--- src/rtl/tcp_hdr_req_arbiter.sv ---
// tcp_hdr_req_arbiter: round-robin arbiter sharing one TCP header assembler
// between NUM_REQ header requesters. The winning request is captured into a
// single output register tagged with its requester ID.
// Optional macro TCP_HDR_ARB_PRIO0_EN gives requester 0 strict priority and
// leaves requesters 1..NUM_REQ-1 to round-robin among themselves.
//
// state | meaning
// EMPTY | val_q=0, output register free, may load a grant this cycle
// FULL  | val_q=1, holding a request; reloads only when the assembler accepts

`ifndef PORT_NUM_W
`define PORT_NUM_W 16
`endif
`ifndef SEQ_NUM_W
`define SEQ_NUM_W 32
`endif
`ifndef ACK_NUM_W
`define ACK_NUM_W 32
`endif
`ifndef FLAGS_W
`define FLAGS_W 8
`endif
`ifndef WIN_SIZE_W
`define WIN_SIZE_W 16
`endif

module tcp_hdr_req_arbiter #(
    parameter int NUM_REQ  = 3,
    parameter int REQ_ID_W = $clog2(NUM_REQ)
) (
    input  logic                              clk,
    input  logic                              rst_n,
    input  logic [NUM_REQ-1:0]                src_req_val,
    output logic [NUM_REQ-1:0]                src_req_rdy,
    input  logic [NUM_REQ*`PORT_NUM_W-1:0]    src_host_port,
    input  logic [NUM_REQ*`PORT_NUM_W-1:0]    src_dest_port,
    input  logic [NUM_REQ*`SEQ_NUM_W-1:0]     src_seq_num,
    input  logic [NUM_REQ*`ACK_NUM_W-1:0]     src_ack_num,
    input  logic [NUM_REQ*`FLAGS_W-1:0]       src_flags,
    input  logic [NUM_REQ*`WIN_SIZE_W-1:0]    src_window,
    output logic                              tcp_hdr_req_val,
    input  logic                              tcp_hdr_req_rdy,
    output logic [`PORT_NUM_W-1:0]            host_port,
    output logic [`PORT_NUM_W-1:0]            dest_port,
    output logic [`SEQ_NUM_W-1:0]             seq_num,
    output logic [`ACK_NUM_W-1:0]             ack_num,
    output logic [`FLAGS_W-1:0]               flags,
    output logic [`WIN_SIZE_W-1:0]            window,
    output logic [REQ_ID_W-1:0]               tcp_hdr_req_src
);

    localparam int PW  = `PORT_NUM_W;
    localparam int SW  = `SEQ_NUM_W;
    localparam int AW  = `ACK_NUM_W;
    localparam int FW  = `FLAGS_W;
    localparam int WW  = `WIN_SIZE_W;
    localparam logic [REQ_ID_W-1:0] LAST_ID = REQ_ID_W'(NUM_REQ - 1);
`ifdef TCP_HDR_ARB_PRIO0_EN
    localparam int                  RR_LO  = 1;
    localparam logic [REQ_ID_W-1:0] RR_RST = REQ_ID_W'(1);
`else
    localparam int                  RR_LO  = 0;
    localparam logic [REQ_ID_W-1:0] RR_RST = '0;
`endif

    logic                load_en;
    logic                grant_found;
    logic [REQ_ID_W-1:0] grant_idx;
    logic                hi_found, lo_found;
    logic [REQ_ID_W-1:0] hi_idx, lo_idx;

    logic                val_q, val_d;
    logic [REQ_ID_W-1:0] src_q, src_d;
    logic [REQ_ID_W-1:0] rr_ptr_q, rr_ptr_d;
    logic [PW-1:0]       host_q, host_d;
    logic [PW-1:0]       dest_q, dest_d;
    logic [SW-1:0]       seq_q, seq_d;
    logic [AW-1:0]       ack_q, ack_d;
    logic [FW-1:0]       flags_q, flags_d;
    logic [WW-1:0]       win_q, win_d;

    // Output register and round-robin pointer; reset discards any held request
    always_ff @(posedge clk or negedge rst_n) begin
        if (!rst_n) begin
            val_q    <= 1'b0;
            src_q    <= '0;
            rr_ptr_q <= RR_RST;
            host_q   <= '0;
            dest_q   <= '0;
            seq_q    <= '0;
            ack_q    <= '0;
            flags_q  <= '0;
            win_q    <= '0;
        end else begin
            val_q    <= val_d;
            src_q    <= src_d;
            rr_ptr_q <= rr_ptr_d;
            host_q   <= host_d;
            dest_q   <= dest_d;
            seq_q    <= seq_d;
            ack_q    <= ack_d;
            flags_q  <= flags_d;
            win_q    <= win_d;
        end
    end

    // Grant selection: lowest valid index at/above rr_ptr, else lowest below it (wrap)
    always_comb begin
        load_en  = rst_n && (!val_q || tcp_hdr_req_rdy);
        hi_found = 1'b0;
        lo_found = 1'b0;
        hi_idx   = '0;
        lo_idx   = '0;
        // descending scan so the last hit is the lowest index in each half
        for (int i = NUM_REQ - 1; i >= RR_LO; i--) begin
            if (src_req_val[i]) begin
                if (i >= int'(rr_ptr_q)) begin
                    hi_found = 1'b1;
                    hi_idx   = REQ_ID_W'(i);
                end else begin
                    lo_found = 1'b1;
                    lo_idx   = REQ_ID_W'(i);
                end
            end
        end
        grant_found = load_en && (hi_found || lo_found);
        grant_idx   = hi_found ? hi_idx : lo_idx;
`ifdef TCP_HDR_ARB_PRIO0_EN
        if (load_en && src_req_val[0]) begin
            grant_found = 1'b1;
            grant_idx   = '0;
        end
`endif
    end

    // Next-state: load on grant, drain on accept without refill, otherwise hold
    always_comb begin
        val_d    = val_q;
        src_d    = src_q;
        rr_ptr_d = rr_ptr_q;
        host_d   = host_q;
        dest_d   = dest_q;
        seq_d    = seq_q;
        ack_d    = ack_q;
        flags_d  = flags_q;
        win_d    = win_q;
        if (grant_found) begin
            val_d = 1'b1;
            src_d = grant_idx;
            for (int i = 0; i < NUM_REQ; i++) begin
                if (grant_idx == REQ_ID_W'(i)) begin
                    host_d  = src_host_port[i*PW +: PW];
                    dest_d  = src_dest_port[i*PW +: PW];
                    seq_d   = src_seq_num[i*SW +: SW];
                    ack_d   = src_ack_num[i*AW +: AW];
                    flags_d = src_flags[i*FW +: FW];
                    win_d   = src_window[i*WW +: WW];
                end
            end
`ifdef TCP_HDR_ARB_PRIO0_EN
            // priority grants to 0 leave the rotation among 1..NUM_REQ-1 untouched
            if (grant_idx == '0)
                rr_ptr_d = rr_ptr_q;
            else if (grant_idx == LAST_ID)
                rr_ptr_d = REQ_ID_W'(1);
            else
                rr_ptr_d = grant_idx + REQ_ID_W'(1);
`else
            if (grant_idx == LAST_ID)
                rr_ptr_d = '0;
            else
                rr_ptr_d = grant_idx + REQ_ID_W'(1);
`endif
        end else if (val_q && tcp_hdr_req_rdy) begin
            val_d = 1'b0;
        end
    end

    // Outputs: one-hot accept to the winner, registered fields to the assembler
    always_comb begin
        src_req_rdy = '0;
        if (grant_found)
            src_req_rdy[grant_idx] = 1'b1;
        tcp_hdr_req_val = val_q;
        tcp_hdr_req_src = src_q;
        host_port       = host_q;
        dest_port       = dest_q;
        seq_num         = seq_q;
        ack_num         = ack_q;
        flags           = flags_q;
        window          = win_q;
    end

endmodule

--- config.mk ---
export PLATFORM = sky130hd
export DESIGN_NAME = tcp_hdr_req_arbiter
export DESIGN_NICKNAME = d
export VERILOG_FILES = /design/src/rtl/tcp_hdr_req_arbiter.sv
export SDC_FILE = /design/constraint.sdc
export NUM_CORES = 1
export LEC_CHECK = 0
export ABC_AREA = 1
export CAP_MARGIN = 20
export CORE_AREA = 4 4 188 190
export DETAILED_ROUTE_END_ITERATION = 8
export DIE_AREA = 0 0 192 194
export GPL_TIMING_DRIVEN = 0
export MAX_ROUTING_LAYER = met4
export PLACE_DENSITY = 0.62
export SYNTH_ARGS = -nofsm -noshare
export SYNTH_HDL_FRONTEND = slang
export SYNTH_SLANG_ARGS = --single-unit
--- constraint.sdc ---
create_clock -name clk -period 2.2 [get_ports clk]
set_input_delay 0.44 -clock clk [delete_from_list [all_inputs] [get_ports clk]]
set_output_delay 0.44 -clock clk [all_outputs]
set_load 0.01 [all_outputs]
==> flow_summary.json, run 1 <==
{
  "run_status": "finished with violations",
  "final.min_clock_period_ns": 2.25,
  "netlist.area_leader.share_pct": 40.2,
  "most-common-layout-cells": "nand2_1, clkdlybuf4s50_1, nand3_1, dfrtp_1, inv_1",
  "row_cnt": 67,
  "synth_edf_count": 0,
  "ff2ff_setup_slack_ns": 0.14,
  "wirelength_mm": 43.4,
  "die_w_um": 192,
  "power.density_mw_per_mm2": 965,
  "worst_slew_margin_rel_pct": 39.7,
  "worstSetupEndpoint": "src_req_rdy[1]",
  "critical_path.endpoint_type": "output pin",
  "tritoncts": "done",
  "crit_path_cell_trace": "a21oi_1, nand2_2, o21ai_4, buf_6, buf_8, inv_4, nand2_4, inv_2, buf_6",
  "synth_seq_area_share_pct": 40.2,
  "multi_input_area_sq_mm": 0.00391,
  "period_share_pct": 102,
  "wire_per_inst_um": 19.6,
  "timing_hold_violations_final": 0,
  "violations": "negative setup slack",
  "holdCritPathClass": "in2async",
  "overall_via_count_from_detail_route": 10100,
  "finalWeightedCongestion": 0.900,
  "p_total_mw": 13.9,
  "rsz_0062_raised_after_global_routing": "yes",
  "fin_hold_ws_ns": 0.0719,
  "netlist_instances": 1220,
  "critPathKind": "reg2out",
  "drt-initial-drc-count": 512,
  "finish.net_count": 2116,
  "synth.net_count": 1586,
  "number_of_global_route_vias_before_repair": 10400,
  "crit_arrival_ns": 1.81,
  "synthesis.area_sq_mm": 0.00779,
  "worstRegToRegCells": 9,
  "critPathMaxStageDelay_ns": 0.45,
  "first_element_of_the_critical_path": "rr_ptr_q[1]",
  "r2r-end": "ack_num[23]",
  "crit-reg2reg-launch": "rr_ptr_q[1]",
  "area_delta_synth_final_pct": 85.2,
  "leak_pwr_nw": 7.12,
  "placed_area_sq_mm": 0.0133,
  "cp_max_fo": 4,
  "place_worst_setup_slack_ns": -1.39,
  "timing.clock.skew_ns": 0.00528,
  "yosys_most_used_dff": "dfrtp_1",
  "tritoncts.num_buffers": 17,
  "final_common_cell": "nand2_1",
  "final_core_utilization_pct": 43.1,
  "synth-warning-count": 0,
  "crit_start_category": "flop",
  "grt_first_pass_wirelength_mm": 62.6,
  "antenna_left": 0,
  "clkSinkCount": 125,
  "finalWorstSetupSlack_ns": -0.0455,
  "worst_path_most_repeated_cell": "buf_6",
  "tightest_slew_ns": 0.902,
  "synthArstFlopShare_pct": 100,
  "critPathSlowestCell": "dfrtp_2",
  "final_max_slew_viol_count": 0,
  "root_buffer": "clkbuf_16",
  "setup_viol": 1,
  "post-route-drc-count": 0,
  "die_y_um": 194,
  "stdcell_area_sq_mm": 0.0144,
  "fillCellCount": 3436,
  "gr-usage-all-layers_pct": 23.1,
  "dieArea_sq_mm": 0.0372,
  "sequential_cell_area_sq_mm": 0.00313,
  "first_pass_iters": 5,
  "fmax_mhz": 445,
  "synth_top_cells_by_area": "dfrtp_1, nand2_1, nand3_1",
  "netlist.top_cell.by_area": "dfrtp_1",
  "core_sq_mm": 0.0334,
  "postSynthRegisterBits": 125,
  "clk_transition_reported_paths_ns": 0.06,
  "count_of_port_buffers_added_during_placement": 491,
  "ctsHtreeMaxLevel": 4,
  "dp_hpwl_mm": 33.2,
  "num_io_pins": 492,
  "critical_path_data_required_time_ns": 1.76,
  "synth_cell_type_count": 17,
  "cts_buffer_depth": 2,
  "final_layout_size_suffix_gt1_share_pct": 8.34,
  "max_cap_violations": 0,
  "grt_max_degree": 33,
  "floorplan.initialDensity_pct": 23.3,
  "avgSynthCellArea_sq_um": 6.38,
  "route.detailed.vias_per_inst": 4.55,
  "clk-insertion-delay-late_ns": 0.43,
  "vdd_ir_drop_max_uv": 553,
  "number_of_antenna_violations_at_the_first_check_in_global_routing": 4,
  "grt.overflow.total": 0
}
[power by group]
| group | switching, mW | internal, mW | leakage (nW) | total [mW] |
|---|---|---|---|---|
| Combinational | 3.76 | 3.53 | 5.33 | 7.29 |
| Sequential | 0.580 | 3.25 | 1.53 | 3.83 |
| Clock | 1.12 | 1.68 | 0.266 | 2.80 |
[registers in the layout (all words and copies together) (netlist names)]
| name | count |
|---|---|
| dest_port | 16 |
| flags | 8 |
| host_port | 16 |
| ack_num | 32 |
| window | 16 |
| rr_ptr_q | 2 |
| tcp_hdr_req_val | 1 |
| seq_num | 32 |
| tcp_hdr_req_src | 2 |
[layer usage]
metal  global-route usage [%]  vias up  part of all wire, %
li1                         -     4921                    -
met1                     25.1     4663                   39
met2                     39.7      427                   50
met3                     7.63       58                  9.2
met4                     7.69        0                  2.5
met5                        -        -                    0
[worst max-delay path, delay by kind of cell (launching register included)]
family,cells,cell delay [ns]
and+or+nand+nor,2,0.15
AOI/OAI and AO/OA,2,0.37
DFF,1,0.45
buffers and inverters,5,0.39
[logic make-up after synthesis]
| kind of cell | after synthesis | synth area share, % |
|---|---|---|
| AO/OA/AOI/OAI | 112 | 7.28 |
| buffers and inverters | 208 | 11.1 |
| flip-flops | 125 | 40.2 |
| AND/OR/NAND/NOR | 775 | 41.4 |
[final cells by class]
type / count / share of cell area, %
sequential: 125 / 21.7
tap: 448 / 3.89
clock buffer: 19 / 3.07
multi-input combinational: 887 / 27.1
buffer: 89 / 3.90
inverter: 116 / 3.05
antenna: 5 / 0.0868
timing repair buffer: 514 / 36.4
clock inverter: 12 / 0.850
[synth_stat cells (2+ instances only)]
master    number
dfrtp_1      125
a21oi_1      107
nand3_1      244
inv_2          2
nor2_1        31
clkbuf_1      32
nand2_1      498
buf_4          4
o21ai_0        3
inv_1        114
buf_2         54
[timing repair]
action | 4_1_cts | 5_1_grt
pin swaps | 8 | 7
endpoints found under the setup margin | 119 | 56
setup buffers | 14 | 1
resized for setup | 81 | 25
endpoints found under the hold margin | 63 | 0
hold buffers | 4 | 0
gates cloned | 3 | 0
[worst min-delay path by stage]
stage	slack [ns]	cells past startpoint	end	startpoint
2_1_floorplan	0.14	0	ack_num[0]	rst_n
3_3_place_gp	0.46	2	seq_num[27]	seq_num[27]
3_5_place_dp	0.46	2	flags[4]	flags[4]
4_1_cts	0.04	2	seq_num[28]	rst_n
5_1_grt	0.06	3	dest_port[14]	rst_n
6_report	0.07	2	host_port[3]	rst_n
[through the flow]
| stage | instances | TNS (ns) |
|---|---|---|
| 3_3_place_gp | 2159 | -1247.67 |
| 4_1_cts | 2209 | -0.167 |
| 3_5_place_dp | 2160 | -69.35 |
| 5_1_grt | 2215 | -0.284 |
| 6_report | 2215 | -0.0455 |
| 2_1_floorplan | 1220 | 0 |
(Power assumes the default switching activity.)
==> run 2: changes to the inputs <==
--- a/config.mk
+++ b/config.mk
@@ -8,6 +8,7 @@
 export ABC_AREA = 1
 export CAP_MARGIN = 20
 export CORE_AREA = 4 4 188 190
+export CTS_CLUSTER_SIZE = 24
 export DETAILED_ROUTE_END_ITERATION = 8
 export DIE_AREA = 0 0 192 194
 export GPL_TIMING_DRIVEN = 0
==> results of run 2 <==
Same layout as run 1: the final DEF is identical, and so are final timing and power.
